$ cat config.mk
export PLATFORM = sky130hd
export DESIGN_NAME = pkt_fifo
export DESIGN_NICKNAME = d
export VERILOG_FILES = /design/src/rtl/usb_fifo_pkg.sv /design/src/rtl/pkt_fifo_ram.sv /design/src/rtl/pkt_fifo.sv
export SDC_FILE = /design/constraint.sdc
export NUM_CORES = 1
export LEC_CHECK = 0
export CORE_MARGIN = 5
export CORE_UTILIZATION = 60
export DETAILED_ROUTE_END_ITERATION = 7
export PLACE_DENSITY = 0.79
export RECOVER_POWER = 25
export SYNTH_ARGS = -nofsm -noshare
export SYNTH_HDL_FRONTEND = slang
export SYNTH_SLANG_ARGS = --single-unit
$ cat constraint.sdc
create_clock -name clk -period 9.5 [get_ports clk]
set_clock_uncertainty 0.15 [all_clocks]
set_input_delay 1.9 -clock clk [delete_from_list [all_inputs] [get_ports clk]]
set_output_delay 1.9 -clock clk [all_outputs]
set_load 0.05 [all_outputs]
$ cat src/rtl/usb_fifo_pkg.sv
// Shared types and constants for the USB packet FIFO.
// Consumers: pkt_fifo, pkt_fifo_ram and the pkt_fifo testbench.
package usb_fifo_pkg;

   typedef enum logic [1:0] {
      PF_IDLE,
      PF_ACCUM,
      PF_DROP
   } pf_state_t;

   localparam int PF_STAT_W = 16;

endpackage

$ cat src/rtl/pkt_fifo_ram.sv
// Packet FIFO storage: DEPTH x DW, one synchronous write port, one asynchronous read port.
// The array is deliberately left without reset; validity is tracked by the pointers.
module pkt_fifo_ram #(
   parameter int DEPTH = 50,
   parameter int DW    = 9,
   parameter int AW    = (DEPTH > 1) ? $clog2(DEPTH) : 1
) (
   input  logic          clk,
   input  logic          we,
   input  logic [AW-1:0] waddr,
   input  logic [DW-1:0] wdata,
   input  logic [AW-1:0] raddr,
   output logic [DW-1:0] rdata
);

   logic [DW-1:0] mem [DEPTH];

   always_ff @(posedge clk) begin
      if (we) mem[waddr] <= wdata;
   end

   assign rdata = mem[raddr];

endmodule

$ cat src/rtl/pkt_fifo.sv
// Packet-aware FIFO: words become readable only once their packet is committed with w_eop;
// abort or overflow rolls back the open packet. Define PKT_FIFO_STATS_EN for drop_cnt/ovf_cnt.
module pkt_fifo
   import usb_fifo_pkg::*;
#(
   parameter int WIDTH     = 8,
   parameter int DEPTH     = 50,
   parameter int AF_THRESH = 40
) (
   input  logic                       clk,
   input  logic                       rst,
   input  logic                       w_enable,
   input  logic [WIDTH-1:0]           w_data,
   input  logic                       w_eop,
   input  logic                       w_abort,
   input  logic                       r_enable,
   output logic [WIDTH-1:0]           r_data,
   output logic                       r_eop,
   output logic                       empty,
   output logic                       full,
   output logic                       almost_full,
   output logic [$clog2(DEPTH+1)-1:0] count,
   output logic [$clog2(DEPTH+1)-1:0] pkt_count,
   output pf_state_t                  dbg_state,
   output logic                       drop
`ifdef PKT_FIFO_STATS_EN
   ,
   output logic [PF_STAT_W-1:0]       drop_cnt,
   output logic [PF_STAT_W-1:0]       ovf_cnt
`endif
);

   localparam int AW = (DEPTH > 1) ? $clog2(DEPTH) : 1;
   localparam int CW = $clog2(DEPTH+1);

   // Handshake: a write is taken on a rising edge when w_enable is high, w_abort is low,
   // full is low and the FSM is not in DROP; a read is taken when r_enable is high and
   // empty is low. r_data/r_eop are show-ahead and valid whenever empty is low.

   pf_state_t     state, state_nx;
   logic [AW-1:0] wr_ptr, cm_ptr, rd_ptr;
   logic [AW-1:0] wr_ptr_inc, rd_ptr_inc;
   logic [CW-1:0] cnt_c, cnt_p, pkt_cnt, occ;
   logic [WIDTH:0] rd_word;
   logic          wr_ok, commit, ovf, rd_ok, rd_eop, rollback, drop_set;

   function automatic logic [AW-1:0] ptr_inc(input logic [AW-1:0] p);
      return (p == AW'(DEPTH-1)) ? '0 : p + 1'b1;
   endfunction

   assign wr_ptr_inc = ptr_inc(wr_ptr);
   assign rd_ptr_inc = ptr_inc(rd_ptr);

   // Flags come from registered occupancy only, so a same-cycle read never admits a write.
   assign occ         = cnt_c + cnt_p;
   assign full        = (occ == CW'(DEPTH));
   assign almost_full = (occ >= CW'(AF_THRESH));
   assign empty       = (cnt_c == '0);

   assign wr_ok    = w_enable & ~w_abort & ~full & (state != PF_DROP);
   assign commit   = wr_ok & w_eop;
   assign ovf      = w_enable & ~w_abort & full & (state != PF_DROP);
   assign rd_ok    = r_enable & ~empty;
   assign rd_eop   = rd_word[WIDTH];
   assign rollback = w_abort | ovf;
   assign drop_set = (w_abort & ((cnt_p != '0) | (state == PF_DROP))) | ovf;

   pkt_fifo_ram #(
      .DEPTH (DEPTH),
      .DW    (WIDTH + 1),
      .AW    (AW)
   ) u_ram (
      .clk   (clk),
      .we    (wr_ok),
      .waddr (wr_ptr),
      .wdata ({w_eop, w_data}),
      .raddr (rd_ptr),
      .rdata (rd_word)
   );

   assign r_data    = empty ? '0 : rd_word[WIDTH-1:0];
   assign r_eop     = ~empty & rd_eop;
   assign count     = cnt_c;
   assign pkt_count = pkt_cnt;
   assign dbg_state = state;

   always_comb begin
      state_nx = state;
      case (state)
         PF_IDLE: begin
            if (ovf)                 state_nx = PF_DROP;
            else if (wr_ok & ~w_eop) state_nx = PF_ACCUM;
         end
         PF_ACCUM: begin
            if (ovf)                     state_nx = PF_DROP;
            else if (w_abort | commit)   state_nx = PF_IDLE;
         end
         PF_DROP: begin
            if (w_abort | (w_enable & w_eop)) state_nx = PF_IDLE;
         end
         default: state_nx = PF_IDLE;
      endcase
   end

   always_ff @(posedge clk or posedge rst) begin
      if (rst) state <= PF_IDLE;
      else     state <= state_nx;
   end

   always_ff @(posedge clk or posedge rst) begin
      if (rst) begin
         wr_ptr  <= '0;
         cm_ptr  <= '0;
         rd_ptr  <= '0;
         cnt_c   <= '0;
         cnt_p   <= '0;
         pkt_cnt <= '0;
         drop    <= 1'b0;
      end else begin
         drop <= drop_set;
         if (rollback) begin
            wr_ptr <= cm_ptr;
            cnt_p  <= '0;
         end else if (wr_ok) begin
            wr_ptr <= wr_ptr_inc;
            if (commit) begin
               cm_ptr <= wr_ptr_inc;
               cnt_p  <= '0;
            end else begin
               cnt_p <= cnt_p + 1'b1;
            end
         end
         if (rd_ok) rd_ptr <= rd_ptr_inc;
         // Commit publishes the whole open packet (pending words plus this one) at once.
         cnt_c   <= cnt_c + (commit ? cnt_p + 1'b1 : '0) - CW'(rd_ok);
         pkt_cnt <= pkt_cnt + CW'(commit) - CW'(rd_ok & rd_eop);
      end
   end

`ifdef PKT_FIFO_STATS_EN
   always_ff @(posedge clk or posedge rst) begin
      if (rst) begin
         drop_cnt <= '0;
         ovf_cnt  <= '0;
      end else begin
         if (drop_set && (drop_cnt != '1)) drop_cnt <= drop_cnt + 1'b1;
         if (w_enable && !w_abort && (full || state == PF_DROP) && (ovf_cnt != '1))
            ovf_cnt <= ovf_cnt + 1'b1;
      end
   end
`endif

endmodule
After elaboration in Yosys (flattened, before gate mapping)
Memories as Yosys holds them, arrays and structs flattened.
Cells that the tools add are included.
{ "totals": {"register_bits": 39, "out_inout_bits": 27, "mem_count": 1, "in_bits": 14, "ramBits": 450} }
{ "mem_list": {"columns": ["memory", "words", "width", "read_ports", "rd_ports_with_merged_regs", "wr", "line", "source"], "rows": [
  ["u_ram.mem", 50, 9, 1, 0, 1, "pkt_fifo_ram.sv:16", "logic [DW-1:0] mem [DEPTH];"]
]} }
{ "op_classes": {"n_addsub": 8, "n_reduce_logical": 6, "bitwise": 22, "mux": 17, "order_cmp": 1, "n_eq_ne": 9} }
{ "ops": {"columns": ["operator", "n"], "rows": [
  ["two-way mux 6 bit", 8],
  ["adder 6 x 1 -> 6 bit (second input constant)", 3],
  ["equality test 6 bit (second input constant)", 3],
  ["adder 6 bit", 2],
  ["AND 1 bit", 12],
  ["subtractor 6 x 1 -> 6 bit", 2],
  ["two-way mux 2 bit", 5],
  ["two-way mux 8 bit", 1],
  ["adder 6 x 1 -> 6 bit", 1],
  [">= comparator 6 bit (second input constant)", 1],
  ["logical NOT 6 bit", 1],
  ["inequality test 3 bit (second input constant)", 2],
  ["case mux 2 bit (3 select lines)", 1],
  ["AND reduction 3 bit", 2],
  ["nonzero test 6 bit", 1],
  ["inverter 1 bit", 5],
  ["OR 1 bit", 5],
  ["equality test 2 x 1 -> 1 bit (second input constant)", 1],
  ["equality test 2 bit (second input constant)", 1],
  ["logical NOT 2 bit", 1],
  ["two-way mux 1 bit", 2],
  ["inequality test 2 x 1 -> 1 bit (second input constant)", 1],
  ["inequality test 2 bit (second input constant)", 1],
  ["nonzero test 2 bit", 1]
]} }

Depth between registers and ports, before layout
Gate-level depths: netlist of the first run.
{ "depth": {"depth_word": 10, "mapped_depth": 19} }

By module
A second synthesis of the first run with hierarchy kept.
{ "unflattened": {"cells_unflattened": 1287, "area_unflattened_um2": 20663.6} }
{ "by_module_without_submodules": {"columns": ["mod", "cells_each", "area_each_um2", "instances"], "rows": [
  ["pkt_fifo_ram", 991, 17933.4, 1],
  ["pkt_fifo", 296, 2730.1, 1]
]} }

Worst setup path before layout of the first run
OpenSTA, ideal clock, no wires.
{ "synth_timing": {"kind": "register to output", "start": "reg rd_ptr[0]", "end": "out r_data[6]", "slack_ps": 4320, "path_buffers": 4, "t_arrival_ps": 3130, "t_required_ps": 7450, "stages_incl_launch_ff": 10, "path_cell_list": "dfrtp_1 -> buf_2 -> buf_2 -> buf_2 -> buf_4 -> mux2_2 -> nand2_1 -> o211ai_1 -> nor2_1 -> nor4_1"} }
{ "synth_between": {"elab_chain_cells": 2} }
{ "synth_lines": {"columns": ["item", "line", "source"], "rows": [
  ["start: declaration", "pkt_fifo.sv:41", "logic [AW-1:0] wr_ptr, cm_ptr, rd_ptr;"],
  ["start signal: assignment", "pkt_fifo.sv:133", "if (rd_ok) rd_ptr <= rd_ptr_inc;"],
  ["memory (50 x 9 bit)", null, null],
  ["two-way mux 8 bit", "pkt_fifo.sv:81", "assign r_data = empty ? '0 : rd_word[WIDTH-1:0];"],
  ["end: declaration", "pkt_fifo.sv:17", "output logic [WIDTH-1:0] r_data,"]
]} }
Every way passes these cells.

Worst setup path in the final report of the first run
{ "layout_timing": {"start": "reg rd_ptr[1]", "end": "out r_data[3]"} }
Same word-level chain as after synthesis.

==> summary.md, run 1 <==
| Metric | Value |
|---|---|
| Min Tclk post-route | `6610 ps` |
| Synth Cell Area | `20400 µm²` |
| CTS Buffer Depth | `3` |
| Syn Area/Cell | `about 18 µm²` |
| H-tree levels | `2` |
| Setup crit end kind | `output port` |
| Antenna Cells | `0` |
| Slowest-stage cell, CP | `dfrtp_4` |
| Total global routing overflow | `0` |
| Crit path kind | `register to output port` |
| Clock Sinks | `489` |
| Post-CTS Setup Inserts | `0` |
| Top FF cell, synth | `edfxtp_1` |
| Slowest stage delay, CP | `900 ps` |
| Final Total Pwr | `between 6 and 7 mW` |
| Area Growth Syn to Fin | `11.1%` |
| DR vias/cell | `6.44` |
| Simple-Gate Fraction of Synth Area | `0.0609` |
| Cell area after layout | `roughly 23000 µm²` |
| Power Density | `295 nW/µm²` |
| Die ar. | `37700 µm²` |
| Routed WL | `44600 µm` |
| Sequential fraction of the synthesis area | `0.711` |
| Top cells by count, synth | `450 x edfxtp_1, 97 x mux4_2, 85 x nor2_1` |
| Hold_ws | `approximately 360 ps` |
| Final Max Tran Viols | `around 300` |
| Placed cell area | `21200 µm²` |
| Die Span Y | `194 µm` |
| Synth warn | `0` |
| Total GRT Usage | `0.238` |
| Initial core utilization | `0.608` |
| Asr flop ratio synth | `0.0798` |
| Count of state elements after synthesis | `around 490` |
| Cell Count, Final, Fillers Out | `around 1700` |
| Slew Limit Headroom | `-0.656` |
| # rows | `67` |
| Achievable frequency | `roughly 150 MHz` |
| Unique masters post-synth | `69` |
| Synth Area in Compound Gates | `0.0391` |
| Multi-input logic area | `5460 µm²` |
| Largest family of logic cells by synthesized area | `multiplexers` |
| Status | `finished with violations` |
| Startpoint Class | `register` |
| Worst setup margin | `around 2900 ps` |
| # hold bufs at CTS | `0` |
| Initial antenna violation count | `1` |
| Setup-failing EPs final | `0` |
| Slew @ Worst Pin | `2480 ps` |
| Drt pass-1 iters | `5` |
| Number of global-route vias before repair | `~11000` |
| Pre-CTS setup slack | `3540 ps` |
| # fillers | `~2200` |
| Worst Path Required | `approximately 7500 ps` |
| Post-synthesis xor/xnor area fraction | `0.0128` |
| Reg clk slew, reported paths | `60 ps` |
| First-pass GRT wire length | `68100 µm` |
| WP data arrival | `4560 ps` |
| Setup TNS Final | `0 ps` |
| Fin. Hold Viols | `0` |
| RSZ-0062 raised after global routing | `no` |
| Max-cap viol count | `6` |
| Post-synth EDFFs | `450` |
| Die width | `194 µm` |
| Fraction of layout cells with a size suffix above 1 | `0.175` |
| Clock latency on the worst-skew pair | `about 560 ps` |
| Residual DRC | `0` |
| Net Count, Synth | `1208` |
| Crit path cell chain | `buf_4 -> mux4_2 -> a221oi_1 -> o221a_2 -> nor4_1 -> o21a_1 -> clkdlybuf4s50_1` |
| PortBufs | `40` |
| Routed length per instance | `26.2 µm` |
| Number of DRC markers in iteration 0 | `about 1300` |
| CP delay by family, top | `buffers and inverters` |
| CTS buffer count | `48` |
| Synth Instances | `1164` |
| Count leader, synth | `edfxtp_1` |
| CP bufs+invs | `2` |
| Top-area cell type share of the netlist area | `0.663` |
| CTS tree | `done` |
| Top area cells in the synthesized netlist | `edfxtp_1 66%, mux4_2 11%, dfrtp_1 4.8%` |
| CTS root buffer | `clkbuf_16` |
| DP Cell Count | `1611` |
| DPL Wire Length | `27000 µm` |
| Final core occ | `0.675` |
| Violated checks | `max-capacitance violations, max-slew violations` |
| CTS resizes | `0` |
| Nets | `1257` |
| Gpl congestion | `0.874` |
| P_leak | `~7.5 nW` |
| Core area | `33500 µm²` |
| Largest net degree at the start of global routing | `63` |
| Adder-cell area share of the yosys netlist | `0.0195` |
| Mux cell area share after synthesis | `0.135` |
| Crit share post-route | `0.695` |
| Hold WC Path Type | `register to register` |
| DR vias | `roughly 11000` |
| DRT antenna net count | `0` |
| CP Max Fanout | `55` |
| FF/Latch Area | `14500 µm²` |
| I/O pins | `between 40 and 50` |
| Maximum vdd drop | `0.000174 V` |
| Largest area contributor in the netlist | `edfxtp_1` |
-- final timing paths --
kind / cells past startpoint / endpoint / start / slack, ps
worst max-delay path: 7 / r_data[3] / rd_ptr[1] / 2890
worst min-delay path: 1 / dbg_state[0] / dbg_state[1] / 360
worst max register to register: 16 / pkt_count[4] / rd_ptr[0] / 4780
worst min register to register: 1 / dbg_state[0] / dbg_state[1] / 360
max in group asynchronous: 3 / rd_ptr[1] / rst / 5280
min in group asynchronous: 3 / pkt_count[1] / rst / 2420
-- layout by cell type (no fill, tap or decap), types with 15 or more instances in the layout --
master           netlist  final
edfxtp_1             450    450
mux4_2                97     97
nor2_1                85     85
nand2_1               73     73
clkbuf_16              0     48
inv_1                 39     39
dfrtp_1               39     37
mux2i_1               36     36
clkdlybuf4s50_1        0     31
ha_1                  27     27
nand3_1               21     21
clkbuf_1              26     20
xnor2_1               19     19
a21oi_1               16     16
buf_4                  6     16
nor3_1                17     15
-- sequential cells by signal, indices dropped and copies added (netlist names) --
name       count
rd_ptr         6
wr_ptr         6
cm_ptr         6
dbg_state      2
pkt_count      6
u_ram.mem    450
count          6
cnt_p          6
drop           1
-- where the power goes --
part	total [mW]	internal, mW	leakage [nW]	switching [mW]
sequential	2.68	2.45	4.52	0.222
clock	1.77	1.01	0.717	0.759
combinational	2.23	0.941	2.29	1.29
-- cells by family after synthesis --
family	after synthesis
flip-flops	489
multiplexers	150
AO/OA/AOI/OAI	101
buffers and inverters	100
adder cells (fa/ha/maj)	30
AND/OR/NAND/NOR	265
XOR/XNOR	29
-- layer usage --
| layer | track usage | part of all wire | up-vias |
|---|---|---|---|
| met5 | 0.00511 | 0.00029 | - |
| met4 | 0.0813 | 0.036 | 2 |
| met3 | 0.0457 | 0.086 | 96 |
| met2 | 0.375 | 0.49 | 603 |
| met1 | 0.340 | 0.39 | 5553 |
| li1 | - | - | 4694 |
-- layout make-up --
type / instances / area share
Timing Repair Buffer: 59 / 0.0222
Clock inverter: 26 / 0.00934
Clock buffer: 62 / 0.0554
Tap cell: 448 / 0.0248
Multi-Input combinational cell: 575 / 0.241
Inverter: 40 / 0.00674
Sequential cell: 489 / 0.640
Power figures use the tool's default switching activity.
==> run 2, diff against run 1 <==
==> constraint.sdc (replaced) <==
create_clock -name clk -period 6.53 [get_ports clk]
set_clock_uncertainty 0.15 [all_clocks]
set_input_delay 1.306 -clock clk [delete_from_list [all_inputs] [get_ports clk]]
set_output_delay 1.306 -clock clk [all_outputs]
set_load 0.05 [all_outputs]
==> run 2 against run 1 <==
The run still ends with max-capacitance violations, max-slew violations left. Sequential share of layout area decreased by 0.21 points. Non-clock buffer count increased by 4. Clock power increased by 51%. Final cell count increased by 0.12%. Largest cell class unchanged. Critical path type unchanged. First-iteration DRC count increased by 0.53%. Clock-buffer cell count decreased by 2.
==> summary.md, run 2 (same netlist as run 1, synthesis figures left out) <==
| Metric | Value |
|---|---|
| Status | `finished with violations` |
| Violated checks | `max-capacitance violations, max-slew violations` |
| CTS root buffer | `clkbuf_16` |
| Hold path depth | `1 (unchanged)` |
| Max FFs per register | `450 (unchanged)` |
| Slowest stage delay, CP | `910 ps (about the same)` |
| Slew Limit Headroom | `-0.641 (+0.0144)` |
| Area Growth Syn to Fin | `11.4%` |
| Drt pass-1 iters | `5 (unchanged)` |
| Crit share post-route | `0.865` |
| CP delay by family, top | `buffers and inverters` |
| Achievable frequency | `177 MHz` |
| Placed cell area | `21200 µm² (+0.13%)` |
| Min Tclk post-route | `5650 ps` |
| Setup TNS Final | `0 ps (unchanged)` |
| Slowest-stage cell, CP | `clkdlybuf4s50_1` |
| Hold EP | `wr_ptr[2]` |
| Worst Path Required | `5070 ps (-2380 ps)` |
| Die width | `194 µm (unchanged)` |
| Number of DRC markers in iteration 0 | `1318 (+0.53%)` |
| Largest net degree at the start of global routing | `57 (-9.5%)` |
| DR vias/cell | `6.48 (+0.61%)` |
| Slew @ Worst Pin | `2460 ps (-21.6 ps)` |
| Cell area after layout | `22700 µm² (+0.33%)` |
| Crit path cell chain | `inv_1 -> buf_4 -> mux2i_1 -> a32oi_1 -> nand2_1 -> nor4_1 -> clkdlybuf4s50_1` |
| Die ar. | `37700 µm² (unchanged)` |
| Crit path kind | `register to output port` |
| CP Max Fanout | `30 (-45%)` |
| # fillers | `2142 (-1.3%)` |
| # hold bufs at CTS | `0 (unchanged)` |
| Fin. Hold Viols | `0 (unchanged)` |
| CTS resizes | `0 (unchanged)` |
| RSZ-0062 raised after global routing | `no` |
| PortBufs | `40 (unchanged)` |
| H-tree levels | `2 (unchanged)` |
| Fraction of layout cells with a size suffix above 1 | `0.181 (+0.00611)` |
| Die Span Y | `194 µm (unchanged)` |
| Nets | `1260 (+0.24%)` |
| Initial antenna violation count | `0 (-1)` |
| Setup-failing EPs final | `0 (unchanged)` |
| Hold WC Path Type | `register to register` |
| DR vias | `11028 (+0.73%)` |
| DRT antenna net count | `0 (unchanged)` |
| Maximum vdd drop | `0.000275 V (+58%)` |
| Beginning of the worst hold path | `cm_ptr[2]` |
| Routed length per instance | `26.6 µm (+1.5%)` |
| Residual DRC | `0 (unchanged)` |
| Reg clk slew, reported paths | `60 ps (about the same)` |
| Clock latency on the worst-skew pair | `570 ps (about the same)` |
| Total GRT Usage | `0.240 (+0.00268)` |
| Worst reg2reg path endpoint | `u_ram.mem[25][6]` |
| Flop2flop setup slack | `2140 ps (-2640 ps)` |
| P_leak | `7.57 nW (+0.51%)` |
| CTS tree | `done` |
| Hold_ws | `355 ps (-5.87 ps)` |
| Startpoint Class | `register` |
| Number of global-route vias before repair | `11111 (+0.90%)` |
| Critical path origin | `rd_ptr[3]` |
| Max-cap viol count | `7 (+1)` |
| Number of cells on the worst reg-to-reg path | `10 (-6)` |
| Reg-to-reg startpoint | `cnt_p[0]` |
| Power Density | `434 nW/µm² (+47%)` |
| I/O pins | `41 (unchanged)` |
| Most flop-heavy register | `u_ram.mem` |
| CP bufs+invs | `3 (+1)` |
| Total global routing overflow | `0 (unchanged)` |
| Post-CTS Setup Inserts | `0 (unchanged)` |
| Setup crit end kind | `output port` |
| DPL Wire Length | `27500 µm (+1.9%)` |
| CTS buffer count | `47 (-2.1%)` |
| Initial core utilization | `0.608 (unchanged)` |
| Most common cell after layout, fill and taps aside | `edfxtp_1` |
| Antenna Cells | `0 (unchanged)` |
| Final Max Tran Viols | `352 (+17%)` |
| First-pass GRT wire length | `69000 µm (+1.4%)` |
| WP data arrival | `4190 ps (-370 ps)` |
| Routed WL | `45300 µm (+1.7%)` |
| Gpl congestion | `0.811 (-7.2%)` |
| WP depth | `7 (unchanged)` |
| Clock Sinks | `489 (unchanged)` |
| # rows | `67 (unchanged)` |
| CTS Buffer Depth | `3 (unchanged)` |
| Most frequent cells in the layout | `450 x edfxtp_1, 97 x mux4_2, 85 x nor2_1` |
| Core area | `33500 µm² (unchanged)` |
[run 2: cell types whose count changed in the layout (fill, tap and decap cells not counted), sizes merged]
cell           change
buf                +6
bufinv             +2
clkbuf             -1
clkdlybuf4s50      -3
clkinv             -1
inv                -1
[run 2: layout make-up]
cell class / count / area, µm² / area share
sequential: 489 / 14500 / 0.638
clock inverter: 26 / 285 / 0.0126
clock buffer: 60 / 1220 / 0.0539
multi-input combinational: 575 / 5460 / 0.241
tap: 448 / 561 / 0.0247
timing repair buffer: 63 / 527 / 0.0232
inverter: 40 / 153 / 0.00672
[run 2: power breakdown]
part | internal, mW | switching (mW) | total (mW)
Combinational | 1.38 | 1.89 | 3.27
Sequential | 3.57 | 0.330 | 3.90
Clock | 1.53 | 1.14 | 2.67
[run 2: worst max path at each step]
stage                     end  slack, ps
detailed placement  r_data[5]       1530
finish              r_data[5]        880
global route        r_data[5]        680
floorplan           r_data[6]       1940
global placement    r_data[5]       1560
CTS                 r_data[5]        900
[run 2: per-layer routing]
| layer | GRT usage | vias up | wire length, µm |
|---|---|---|---|
| li1 | - | 4675 | - |
| met1 | 0.339 | 5686 | 17700 |
| met2 | 0.393 | 571 | 22600 |
| met3 | 0.0459 | 96 | 3830 |
| met4 | 0.0680 | 0 | 1190 |
| met5 | 0 | - | 0 |
[run 2: stage by stage]
step | power [mW] | util | setup WS, ps | cells
floorplan | 6.25 | - | 1940 | 1164
global placement | 7.15 | 0.633 | 1560 | 1615
detailed placement | 7.23 | 0.633 | 1530 | 1615
CTS | 9.88 | 0.678 | 896 | 1701
global route | 10.3 | 0.677 | 681 | 1701
finish | 9.85 | 0.677 | 885 | 1701
==> run 3, diff against run 2 <==
--- a/config.mk
+++ b/config.mk
@@ -6,9 +6,9 @@
 export NUM_CORES = 1
 export LEC_CHECK = 0
 export CORE_MARGIN = 5
-export CORE_UTILIZATION = 60
+export CORE_UTILIZATION = 62
 export DETAILED_ROUTE_END_ITERATION = 7
-export PLACE_DENSITY = 0.79
+export PLACE_DENSITY = 0.81
 export RECOVER_POWER = 25
 export SYNTH_ARGS = -nofsm -noshare
 export SYNTH_HDL_FRONTEND = slang
==> run 3 against run 2 <==
The flow still finishes with violations (max-capacitance violations, max-slew violations). First-iteration DRC count down 2.2%. Fmax up 2.1%. Setup slack better by 120 ps. Combinational power up 2%. Via count down 1.3%. Final cell count down 0.59%. Core utilization up 1.9 points. Register-to-register slack about the same. Clock power down 5%. Sequential power down 1%.
==> summary.md, run 3 (same netlist as run 1, synthesis figures left out) <==
| Metric | Value |
|---|---|
| Status | `finished with violations` |
| Violated checks | `max-capacitance violations, max-slew violations` |
| Total GRT Usage | `0.251 (+0.0104)` |
| Reg clk slew, reported paths | `60 ps (about the same)` |
| # hold bufs at CTS | `0 (unchanged)` |
| DPL Wire Length | `27300 µm (-0.63%)` |
| Number of global-route vias before repair | `11226 (+1.0%)` |
| Setup TNS Final | `0 ps (unchanged)` |
| I/O pins | `41 (unchanged)` |
| Min Tclk post-route | `5530 ps (-118 ps)` |
| Maximum vdd drop | `0.000394 V (+43%)` |
| Slew Limit Headroom | `-0.566 (+0.0754)` |
| Core area | `32500 µm² (-3.2%)` |
| Most flop-heavy register | `u_ram.mem` |
| First-pass GRT wire length | `68700 µm (-0.50%)` |
| DRT antenna net count | `0 (unchanged)` |
| Crit share post-route | `0.847 (-0.0180)` |
| PortBufs | `40 (unchanged)` |
| Setup crit end kind | `output port` |
| CTS resizes | `0 (unchanged)` |
| Routed length per instance | `26.3 µm (-1.4%)` |
| Largest net degree at the start of global routing | `61 (+7.0%)` |
| Die ar. | `36600 µm² (-3.1%)` |
| Achievable frequency | `181 MHz (+2.1%)` |
| WP data arrival | `4070 ps (-120 ps)` |
| Post-CTS Setup Inserts | `0 (unchanged)` |
| Pre-CTS setup slack | `1640 ps (+117 ps)` |
| Total global routing overflow | `0 (unchanged)` |
| Worst setup margin | `1000 ps (+118 ps)` |
| Final Total Pwr | `9.72 mW (-1.3%)` |
| DR vias/cell | `6.44 (-0.69%)` |
| Max-cap viol count | `8 (+1)` |
| CTS Buffer Depth | `3 (unchanged)` |
| Routed WL | `44400 µm (-2.0%)` |
| Power Density | `430 nW/µm² (-0.83%)` |
| Die width | `191 µm (-1.5%)` |
| Initial core utilization | `0.628 (+0.0202)` |
| Number of DRC markers in iteration 0 | `1289 (-2.2%)` |
| RSZ-0062 raised after global routing | `no` |
| Hold WC Path Type | `register to register` |
| Slew @ Worst Pin | `2350 ps (-113 ps)` |
| Area Growth Syn to Fin | `10.9%` |
| Initial antenna violation count | `0 (unchanged)` |
| Worst Path Required | `5070 ps (about the same)` |
| H-tree levels | `2 (unchanged)` |
| Fraction of layout cells with a size suffix above 1 | `0.181 (-0.000220)` |
| Drt pass-1 iters | `5 (unchanged)` |
| Startpoint Class | `register` |
| Gpl congestion | `0.871 (+7.4%)` |
| Clock Sinks | `489 (unchanged)` |
| Max FFs per register | `450 (unchanged)` |
| CTS root buffer | `clkbuf_16` |
| DP Cell Count | `1605 (-0.62%)` |
| Crit path kind | `register to output port` |
| CTS buffer count | `47 (unchanged)` |
| Setup-failing EPs final | `0 (unchanged)` |
| Die Span Y | `191 µm (-1.5%)` |
| Most common cell after layout, fill and taps aside | `edfxtp_1` |
| Most frequent cells in the layout | `450 x edfxtp_1, 97 x mux4_2, 85 x nor2_1` |
| Cell Count, Final, Fillers Out | `1691 (-0.59%)` |
| Clock latency on the worst-skew pair | `560 ps (about the same)` |
| Final Max Tran Viols | `403 (+14%)` |
| CTS tree | `done` |
| Fin. Hold Viols | `0 (unchanged)` |
| DR vias | `10888 (-1.3%)` |
| P_leak | `7.50 nW (-0.89%)` |
| Nets | `1256 (-0.32%)` |
| Residual DRC | `0 (unchanged)` |
| # rows | `66 (-1.5%)` |
| Antenna Cells | `0 (unchanged)` |
| CP Max Fanout | `14 (-53%)` |
[run 3: cell types whose count changed in the layout (fill, tap and decap cells not counted), moves of 4 or more]
cell / change
buf_4: -4
bufinv_16: -4
nor3_1: -4
nor3_2: +4
[run 3: final timing paths]
| kind | start | end | slack, ps | depth (start not counted) |
|---|---|---|---|---|
| hold / removal | dbg_state[1] | dbg_state[0] | 340 | 1 |
| min in group asynchronous | rst | pkt_count[5] | 1900 | 3 |
| setup / recovery | cnt_p[0] | full | 1000 | 9 |
| max in group asynchronous | rst | rd_ptr[0] | 2660 | 3 |
| setup reg to reg | cnt_p[0] | u_ram.mem[41][1] | 2140 | 10 |
| hold reg to reg | dbg_state[1] | dbg_state[0] | 340 | 1 |
[run 3: layout make-up]
type | count | area, µm²
Fill cell | 1964 | 9850
Sequential cell | 489 | 14500
Clock buffer | 64 | 1280
Timing Repair Buffer | 59 | 490
Inverter | 40 | 153
Tap cell | 442 | 553
Clock inverter | 22 | 151
Multi-Input combinational cell | 575 | 5480
[run 3: critical path: stages, from the launching register on]
cell,delay [ps]
dfrtp_1,410
ha_1,210
inv_1,70
fa_1,400
xnor2_1,160
nor4b_1,260
mux2i_1,190
or4_1,760
inv_4,240
clkdlybuf4s50_1,830
[run 3: power breakdown]
| part | total (mW) | switching (mW) | internal (mW) |
|---|---|---|---|
| logic | 3.34 | 1.96 | 1.38 |
| registers | 3.85 | 0.278 | 3.57 |
| clock network | 2.53 | 1.11 | 1.42 |
| total | 9.72 | 3.35 | 6.37 |
[run 3: stage by stage]
| stage | util | hold WS (ps) | cell area (µm²) |
|---|---|---|---|
| floorplan | - | 319 | 20400 |
| global placement | 0.653 | 335 | 21200 |
| detailed placement | 0.653 | 332 | 21200 |
| CTS | 0.697 | 342 | 22600 |
| global route | 0.697 | 370 | 22600 |
| finish | 0.697 | 340 | 22600 |
[run 3: metal layers]
metal | up-vias | track usage | share of wire | wire length [µm]
met5 | - | 0 | 0 | 0
met4 | 0 | 0.0715 | 0.027 | 1180
met3 | 101 | 0.0455 | 0.083 | 3680
met2 | 592 | 0.404 | 0.50 | 22100
met1 | 5529 | 0.360 | 0.39 | 17500
li1 | 4666 | - | - | -
